**config.mk**
```make
export PLATFORM = sky130hd
export DESIGN_NAME = aiq_dispatch_steer_flat
export DESIGN_NICKNAME = d
export VERILOG_FILES = /design/src/rtl/aiq_dispatch_steer_if.sv /design/src/rtl/aiq_dispatch_steer.sv /design/src/flat_wrapper.sv
export SDC_FILE = /design/constraint.sdc
export NUM_CORES = 1
export LEC_CHECK = 0
export ABC_AREA = 1
export ABC_CLOCK_PERIOD_IN_PS = 4000
export CAP_MARGIN = 10
export CORE_AREA = 4 4 57 59
export DETAILED_ROUTE_END_ITERATION = 10
export DIE_AREA = 0 0 61 63
export GPL_ROUTABILITY_DRIVEN = 0
export PLACE_DENSITY = 0.74
export SYNTH_ARGS = -nofsm -noshare
export SYNTH_HDL_FRONTEND = slang
export SYNTH_SLANG_ARGS = --single-unit
```
**constraint.sdc**
```tcl
create_clock -name clk -period 4 [get_ports clk]
set_input_delay 0.4 -clock clk [delete_from_list [all_inputs] [get_ports clk]]
set_output_delay 0.4 -clock clk [all_outputs]
set_load 0.01 [all_outputs]
```
**src/rtl/aiq_dispatch_steer_if.sv**
```systemverilog
// Dispatch-steer bus for the two-bank arithmetic issue queue.
//   master : rename/recall side. Drives ext_stall, in_valid, bank_issue, if_recall,
//            squash_valid and squash_cnt. Observes the steering results.
//   slave  : aiq_dispatch_steer. Drives out_valid, out_sel, int_stall, credits and credit_err.
// Per-bank vectors are indexed by bank (0/1). The one exception is in_valid, which is
// indexed by rename slot.
interface aiq_dispatch_steer_if #(
  parameter int BANK_DEPTH = 8
);
  localparam int CW = $clog2(BANK_DEPTH + 1);

  logic                 ext_stall;
  logic [1:0]           in_valid;
  logic [1:0]           bank_issue;
  logic                 if_recall;
  logic                 squash_valid;
  logic [1:0][CW-1:0]   squash_cnt;
  logic [1:0]           out_valid;
  logic [1:0]           out_sel;
  logic                 int_stall;
  logic [1:0][CW-1:0]   credits;
  logic                 credit_err;

  modport master (
    output ext_stall, in_valid, bank_issue, if_recall, squash_valid, squash_cnt,
    input  out_valid, out_sel, int_stall, credits, credit_err
  );

  modport slave (
    input  ext_stall, in_valid, bank_issue, if_recall, squash_valid, squash_cnt,
    output out_valid, out_sel, int_stall, credits, credit_err
  );
endinterface

```
**src/rtl/aiq_dispatch_steer.sv**
```systemverilog
// aiq_dispatch_steer: steers up to two renamed instructions per cycle onto the two
// AIQ bank write ports. Slot 0 is the older instruction. The block keeps a free-entry
// credit counter for each bank. Dispatch is held off during a branch recall until the
// squashed entries have been returned.
// Ports:
//   clk, reset : clock and synchronous active-high reset
//   bus        : aiq_dispatch_steer_if slave. Carries rename valids, bank issue/free
//                pulses, recall/squash, steering outputs, credits and a sticky credit
//                error flag.
// The steering decision is combinational and is computed from registered state. Credits
// and the error flag are registered.
module aiq_dispatch_steer #(
  parameter int BANK_DEPTH = 8
) (
  input  logic                 clk,
  input  logic                 reset,
  aiq_dispatch_steer_if.slave  bus
);
  localparam int CW = $clog2(BANK_DEPTH + 1);

  typedef logic [CW:0] wide_t;
  typedef enum logic [0:0] {ST_RUN, ST_RECOVER} state_t;

  state_t             state_q, state_d;
  logic [1:0][CW-1:0] credits_q, credits_d;
  logic               rr_q, rr_d;
  logic               err_q, err_d;

  logic [1:0]         out_valid;
  logic [1:0]         out_sel;
  logic               int_stall;
  logic               tie_used;

  logic               tie;
  logic               pick;
  logic               has0, has1;
  wide_t              sum;

  // Steering: the preferred bank is the one with more free entries. A tie goes to
  // rr_ptr. When both slots are valid, the group dispatches only if it can fully
  // dispatch, so it never splits.
  always_comb begin
    out_valid = '0;
    out_sel   = '0;
    int_stall = 1'b0;
    tie_used  = 1'b0;
    tie       = (credits_q[0] == credits_q[1]);
    pick      = tie ? rr_q : (credits_q[1] > credits_q[0]);
    has0      = (credits_q[0] != '0);
    has1      = (credits_q[1] != '0);
    if (!reset) begin
      if (state_q == ST_RECOVER || bus.if_recall) begin
        int_stall = |bus.in_valid;
      end else if (!bus.ext_stall) begin
        unique case (bus.in_valid)
          2'b11: begin
            if (has0 && has1) begin
              out_valid      = 2'b11;
              out_sel[pick]  = 1'b0;
              out_sel[~pick] = 1'b1;
              tie_used       = tie;
            end else begin
              int_stall = 1'b1;
            end
          end
          2'b01, 2'b10: begin
            if (pick ? has1 : has0) begin
              out_valid[pick] = 1'b1;
              out_sel[pick]   = bus.in_valid[1];
              tie_used        = tie;
            end else begin
              int_stall = 1'b1;
            end
          end
          default: ;
        endcase
      end
    end
  end

  // Next state: credit accounting, the recall FSM and the round-robin pointer.
  // The sum is one bit wider than the counter, so an overflow shows up before the
  // value saturates. A write only happens when the bank has credit, so the
  // subtraction cannot go negative.
  always_comb begin
    state_d   = state_q;
    rr_d      = rr_q ^ tie_used;
    err_d     = err_q;
    credits_d = credits_q;
    sum       = '0;

    unique case (state_q)
      ST_RUN:     if (bus.if_recall)    state_d = ST_RECOVER;
      ST_RECOVER: if (bus.squash_valid) state_d = ST_RUN;
      default:    state_d = ST_RUN;
    endcase

    if (bus.squash_valid && state_q != ST_RECOVER) err_d = 1'b1;

    for (int unsigned b = 0; b < 2; b++) begin
      sum = wide_t'(credits_q[b]) + wide_t'(bus.bank_issue[b])
          + (bus.squash_valid ? wide_t'(bus.squash_cnt[b]) : '0)
          - wide_t'(out_valid[b]);
      if (sum > wide_t'(BANK_DEPTH)) begin
        credits_d[b] = CW'(BANK_DEPTH);
        err_d        = 1'b1;
      end else begin
        credits_d[b] = sum[CW-1:0];
      end
      // An issue while the bank is already empty means the issue and dispatch
      // sides have lost agreement.
      if (bus.bank_issue[b] && credits_q[b] == CW'(BANK_DEPTH)) err_d = 1'b1;
    end
  end

  always_ff @(posedge clk) begin
    if (reset) begin
      state_q   <= ST_RUN;
      credits_q <= {2{CW'(BANK_DEPTH)}};
      rr_q      <= 1'b0;
      err_q     <= 1'b0;
    end else begin
      state_q   <= state_d;
      credits_q <= credits_d;
      rr_q      <= rr_d;
      err_q     <= err_d;
    end
  end

  assign bus.out_valid  = out_valid;
  assign bus.out_sel    = out_sel;
  assign bus.int_stall  = int_stall;
  assign bus.credits    = credits_q;
  assign bus.credit_err = err_q;
endmodule

```
**src/flat_wrapper.sv**
```systemverilog
// flat-port wrapper written by rule: the top's interface ports become plain ports
module aiq_dispatch_steer_flat 
#(
  parameter int BANK_DEPTH = 8
)
  (clk, reset, bus_ext_stall, bus_in_valid, bus_bank_issue, bus_if_recall, bus_squash_valid, bus_squash_cnt, bus_out_valid, bus_out_sel, bus_int_stall, bus_credits, bus_credit_err);
  aiq_dispatch_steer_if #(.BANK_DEPTH(BANK_DEPTH)) bus_i ();
  input  logic clk;
  input  logic reset;
  input wire logic [$bits(bus_i.ext_stall)-1:0] bus_ext_stall;
  input wire logic [$bits(bus_i.in_valid)-1:0] bus_in_valid;
  input wire logic [$bits(bus_i.bank_issue)-1:0] bus_bank_issue;
  input wire logic [$bits(bus_i.if_recall)-1:0] bus_if_recall;
  input wire logic [$bits(bus_i.squash_valid)-1:0] bus_squash_valid;
  input wire logic [$bits(bus_i.squash_cnt)-1:0] bus_squash_cnt;
  output wire logic [$bits(bus_i.out_valid)-1:0] bus_out_valid;
  output wire logic [$bits(bus_i.out_sel)-1:0] bus_out_sel;
  output wire logic [$bits(bus_i.int_stall)-1:0] bus_int_stall;
  output wire logic [$bits(bus_i.credits)-1:0] bus_credits;
  output wire logic [$bits(bus_i.credit_err)-1:0] bus_credit_err;
  assign bus_i.ext_stall = bus_ext_stall;
  assign bus_i.in_valid = bus_in_valid;
  assign bus_i.bank_issue = bus_bank_issue;
  assign bus_i.if_recall = bus_if_recall;
  assign bus_i.squash_valid = bus_squash_valid;
  assign bus_i.squash_cnt = bus_squash_cnt;
  assign bus_out_valid = bus_i.out_valid;
  assign bus_out_sel = bus_i.out_sel;
  assign bus_int_stall = bus_i.int_stall;
  assign bus_credits = bus_i.credits;
  assign bus_credit_err = bus_i.credit_err;
  aiq_dispatch_steer #(.BANK_DEPTH(BANK_DEPTH)) u_core (.clk(clk), .reset(reset), .bus(bus_i));
endmodule
```
Word-level counts from Yosys, hierarchy flattened
Cells that the tools add are included.
{ "op_classes": {"addsub": 6, "magnitude_cmp": 7, "eq_ne": 6, "n_mux": 40, "n_bitwise": 4, "reduce_logical": 14} }
{ "op_table": {"columns": ["cell", "count"], "rows": [
  ["2-to-1 mux 1 bit", 21],
  ["2-to-1 mux 2 bit", 10],
  ["adder 4 x 1 -> 5 bit", 2],
  ["adder 5 bit", 2],
  ["greater-than comparator 5 x 4 -> 1 bit, second input constant", 2],
  ["subtractor 5 x 1 -> 5 bit", 2],
  ["== test 4 bit, second input constant", 2],
  ["2-to-1 mux 4 bit", 2],
  ["case mux 2 bit (2 select lines)", 2],
  ["nonzero test 4 bit", 2],
  ["OR reduction 2 bit", 4],
  ["logical AND 1 bit", 6],
  ["case mux 1 bit (2 select lines)", 3],
  ["nonzero test 5 bit", 1],
  ["== test 2 bit, second input constant", 2],
  ["== test 4 bit", 1],
  ["greater-than comparator 4 bit", 1],
  ["less-than comparator 1 x 2 -> 1 bit, second input constant", 2],
  ["bitwise AND 2 bit", 1],
  ["demux 1 bit (select 1 bit)", 2],
  ["== test 2 x 1 -> 1 bit, second input constant", 1],
  [">= comparator 1 bit, second input constant", 2],
  ["inverter 1 bit", 2],
  ["logical OR 1 bit", 1],
  ["bitwise XOR 1 bit", 1]
]} }
{ "totals": {"register_bits": 11, "out_inout_bits": 14} }

Longest topological paths before layout
{ "depth": {"depth_word": 17, "mapped_depth": 22, "depth_no_buf": 22} }

Worst setup path before layout
No wires, ideal clock.
{ "synth_timing": {"path_type": "register to register", "from": "register u_core.credits_q (netlist bit u_core.bus.credits[3])", "to": "register u_core.credits_q (netlist bit u_core.bus.credits[3])", "setup_time_ns": 0.120, "arrival_ns": 3.170, "slack_ns": 0.710, "stages_incl_launch_ff": 18, "cell_sequence": "dfxtp_1 -> inv_1 -> ha_1 -> nand2_2 -> nor2_4 -> nand2_1 -> nand2_4 -> nand3_1 -> a21oi_1 -> ha_1 -> fa_1 -> inv_1 -> fa_1 -> inv_1 -> nand3_1 -> nand2_1 -> nand3_2 -> or2_1"} }
{ "synth_via": {"elab_chain_cells": 14} }
{ "synth_rtl": {"columns": ["item", "line_no", "source"], "rows": [
  ["start, declared", "aiq_dispatch_steer.sv:25", "logic [1:0][CW-1:0] credits_q, credits_d;"],
  ["start signal, assigned", "aiq_dispatch_steer.sv:119", "credits_q <= {2{CW'(BANK_DEPTH)}};"],
  ["start signal, assigned", "aiq_dispatch_steer.sv:124", "credits_q <= credits_d;"],
  ["greater-than comparator 4 bit / == test 4 bit (equally long branches)", "aiq_dispatch_steer.sv:48, aiq_dispatch_steer.sv:47", null],
  ["2-to-1 mux 1 bit", "aiq_dispatch_steer.sv:48", "pick = tie ? rr_q : (credits_q[1] > credits_q[0]);"],
  ["less-than comparator 1 x 2 -> 1 bit / >= comparator 1 bit (equally long branches)", null, null],
  ["logical AND 1 bit (not written as such)", "aiq_dispatch_steer.sv:68", "out_valid[pick] = 1'b1;"],
  ["2-to-1 mux 1 bit", null, null],
  ["demux 1 bit (select 1 bit)", null, null],
  ["2-to-1 mux 2 bit", "aiq_dispatch_steer.sv:67", "if (pick ? has1 : has0) begin"],
  ["case mux 2 bit (2 select lines) *", "aiq_dispatch_steer.sv:55", "unique case (bus.in_valid)"],
  ["2-to-1 mux 2 bit *", "aiq_dispatch_steer.sv:54", "end else if (!bus.ext_stall) begin"],
  ["2-to-1 mux 2 bit *", "aiq_dispatch_steer.sv:52", "if (state_q == ST_RECOVER || bus.if_recall) begin"],
  ["2-to-1 mux 2 bit *", "aiq_dispatch_steer.sv:51", "if (!reset) begin"],
  ["via bus_out_valid[0]", "flat_wrapper.sv:16", "output wire logic [$bits(bus_i.out_valid)-1:0] bus_out_valid;"],
  ["subtractor 5 x 1 -> 5 bit *", "aiq_dispatch_steer.sv:103", "- wide_t'(out_valid[b]);"],
  ["greater-than comparator 5 x 4 -> 1 bit", "aiq_dispatch_steer.sv:104", "if (sum > wide_t'(BANK_DEPTH)) begin"],
  ["OR reduction 2 bit (no source line)", null, null]
]} }
The timed path passes the listed nets; every way through them passes the cells marked *.
A chain may end at the register's enable or synchronous reset.

Final worst setup path
{ "layout_timing": {"from": "input port bus_in_valid[1]", "to": "register u_core.credits_q (netlist bit u_core.bus.credits[3])"} }
{ "layout_via": {"elab_chain_cells": 9} }
{ "layout_rtl": {"columns": ["item", "line_no", "source"], "rows": [
  ["start, declared", "flat_wrapper.sv:11", "input wire logic [$bits(bus_i.in_valid)-1:0] bus_in_valid;"],
  ["== test 2 x 1 -> 1 bit / == test 2 bit (equally long branches)", "aiq_dispatch_steer.sv:55", null],
  ["OR reduction 2 bit", "aiq_dispatch_steer.sv:55", null],
  ["case mux 2 bit (2 select lines) *", "aiq_dispatch_steer.sv:55", null],
  ["2-to-1 mux 2 bit *", "aiq_dispatch_steer.sv:54", null],
  ["2-to-1 mux 2 bit *", "aiq_dispatch_steer.sv:52", null],
  ["2-to-1 mux 2 bit *", "aiq_dispatch_steer.sv:51", null],
  ["subtractor 5 x 1 -> 5 bit *", "aiq_dispatch_steer.sv:103", null],
  ["greater-than comparator 5 x 4 -> 1 bit", "aiq_dispatch_steer.sv:104", null],
  ["OR reduction 2 bit (no source line)", null, null]
]} }
Mark *: on every way between the ends. The rest lies on a longest branch, timed or not.

==> impl_metrics.csv <==
group,metric,value,unit
route,viasPerCell,4.95,
min_path,hold_path.class,"register to register",
clock_network,clock-sinks,11,
route,routed_wl,2.81,mm
logic_synthesis,ys_ff_latch,11,
clock_network,ctsHoldBuffers,0,
timing,setup_viol,0,
setup_path,startpoint_type,"input pin",
floorplanning,die_w,61,um
setup_path,cp_slowest_cell,"clkdlybuf4s50_1",
grt,grt_usage,15.8,%
pwr,total_power,1.20,mW
cells_and_area,final_cell_mix,"inv_1, nand2_1, clkdlybuf4s50_1",
timing,max_slew_margin,74.4,%
grt,grt_max_degree,11,
place,hpwl,2.44,mm
clock_network,clk_latency,0.27,ns
setup_path,critPathArrivalTime,3.71,ns
clock_network,cts-buffers-inserted,3,
grt,grt_pass1_wl,4.67,mm
route,drt_iter0_drc,61,
pwr,swShare,52.6,%
pwr,leakagePower,0.808,nW
timing,setup_tns,0,ns
timing,tightest_slew,0.382,ns
logic_synthesis,synth_cell_types,27,
logic_synthesis,syn_area,1240,sq um
floorplanning,coreArea,2710,sq um
setup_path,cp_cell_sequence,"clkdlybuf4s50_1, inv_1, ha_1, or2_1, or2_1, a21oi_1, ha_1, fa_1, inv_1, fa_1, inv_1, nand3_1, nand2_1, nand3_2, or2_1",
logic_synthesis,synth_area_per_cell,7.06,sq um
logic_synthesis,syn_nets,217,
pwr,p_comb_share,78.4,%
route,drc,0,
timing,period_share,88.6,%
timing,rsz0062_at_grt,"false",
logic_synthesis,yosys_warnings,0,
clock_network,clock-root-buffer,"clkbuf_4",
floorplanning,num_io_pins,31,
grt,grt_pass1_vias,1115,
setup_path,cp_num_buf_inv,4,
pwr,p_clk_share,6.3,%
clock_network,post_cts_buffers,0,
status,outcome,"complete, no violations",
pwr,powerDensity,749,nW/um^2
grt,antenna_found_initial,0,
cells_and_area,syn_to_final_growth,29.0,%
run,maxCapViolations,0,
logic_synthesis,synthCells,176,
floorplanning,rows,19,
clock_network,clk_pin_slew_worst_paths,0.07,ns
cells_and_area,final_common_cell,"inv_1",
clock_network,cts_tree,"built",
timing,fmaxAchievable,0.282,GHz
clock_network,cts.repair.resized,0,
cells_and_area,diodes,0,
grt,grt_overflow,0,
timing,fin_crit,3.54,ns
setup_path,critPathRequiredTime,4.16,ns
timing,final-hold-violation-count,0,
pwr,vdd_drop_max,657,uV
cells_and_area,drive_above_1_share,10.5,%
setup_path,critPathMaxStageDelay,0.51,ns
route,dr.pass1.iters,5,
clock_network,htree_num_levels,1,
setup_path,path_class,"input pin to register",
setup_path,crit_path_max_fanout,4,
cells_and_area,fillers,257,
pwr,p_int,0.570,mW
cells_and_area,nNetsFinal,251,
timing,fin_skew,0.00325,ns
route,num_vias,1187,
route,routedWlPerCell,11.7,um
pwr,power_frac_seq,15.3,%
place,portBuffers,30,
floorplanning,start_util,45.8,%
clock_network,clk_path_buf_depth,2,
logic_synthesis,ys_seq_area_share,17.7,%
floorplanning,die-height,63,um
timing,report.final.slew_viol_count,0,
floorplanning,die_area,3840,sq um
setup_path,cp_top_family,"adder cells",
setup_path,worst_setup_path_end_kind,"register",
pwr,power.switching,0.632,mW
route,ant_nets,0,
metrics by stage:
step	hold slack, ns	instances	cell area [sq um]	utilization, %	worst slack (ns)
floorplan	0.458	176	1240	-	0.710
global placement	0.488	236	1580	58.2	0.208
detailed placement	0.514	236	1580	58.2	0.201
CTS	0.524	240	1600	59.1	0.473
global route	0.563	240	1600	59.1	0.281
finish	0.525	240	1600	59.1	0.457
synthesized netlist by cell type:
cell	number	share of area, %
inv_2	4	1.2
nor2_2	2	1.0
xnor2_1	3	2.1
clkinv_1	1	0.30
nand2_2	5	2.5
dfxtp_1	11	18
fa_1	4	6.4
nand4_4	1	1.7
a211oi_1	1	0.60
a21o_1	1	0.60
nand2_1	30	9.1
buf_2	1	0.40
or2_1	4	2.0
ha_1	20	20
o21ai_1	1	0.40
o21ai_0	1	0.40
inv_1	39	12
nor4_1	2	1.0
a21oi_2	1	0.71
xor2_1	2	1.4
nand3_1	12	4.8
nand3_2	4	3.2
a21oi_1	11	4.4
nand4_1	1	0.50
nor2_1	12	3.6
nand2_4	1	0.91
nor2_4	1	0.91
cell type report:
| class | count | area [sq um] | area share [%] |
|---|---|---|---|
| well taps | 31 | 38.8 | 2.42 |
| repair buffers | 30 | 300 | 18.7 |
| inverters | 44 | 165 | 10.3 |
| clock buffers | 4 | 26.3 | 1.64 |
| flip-flops and latches | 11 | 220 | 13.7 |
| multi-input cells | 120 | 852 | 53.2 |
worst register-to-register path: cells and delay by family (launching register included):
| kind | cells | cell delay [ns] |
|---|---|---|
| simple gates | 10 | 1.00 |
| flops | 1 | 0.32 |
| fa+ha+maj | 4 | 1.43 |
| compound gates | 1 | 0.26 |
| buf+inv | 3 | 0.29 |
metal layers:
metal	vias to the layer above	GRT usage (%)	share of wire, %
li1	615	-	-
met5	-	0	0
met4	0	7.59	2.4
met2	30	25.9	50
met3	7	1.65	3.8
met1	535	19.8	44
worst paths after layout:
check                   startpoint                     to  slack, ns  cells past startpoint
max reg2reg  u_core.bus.credits[3]  u_core.bus.credits[3]       0.59                     18
min reg2reg            u_core.rr_q            u_core.rr_q       0.52                      2
max                bus_in_valid[1]  u_core.bus.credits[3]       0.46                     15
min                    u_core.rr_q            u_core.rr_q       0.52                      2
sequential cells by signal (all words and copies together) (netlist names):
signal / count
u_core.state_q: 1
u_core.bus.credit_err: 1
u_core.rr_q: 1
u_core.bus.credits: 8
cell families after synthesis:
logic type / count (synthesis) / synth area share (%)
AO/OA/AOI/OAI: 16 / 7.15
XOR/XNOR: 5 / 3.53
adder cells (fa/ha/maj): 24 / 26.6
buffers and inverters: 45 / 13.7
flip-flops: 11 / 17.7
AND/OR/NAND/NOR: 75 / 31.3
power by group through the flow:
stage	logic [mW]	registers, mW	clock network (mW)
global placement	0.904	0.184	0
CTS	0.943	0.183	0.0766
detailed placement	0.940	0.186	0
finish	0.942	0.183	0.0762
floorplan	0.705	0.191	0
global route	1.06	0.189	0.0868
No activity file was read; power rests on OpenSTA's default activity.
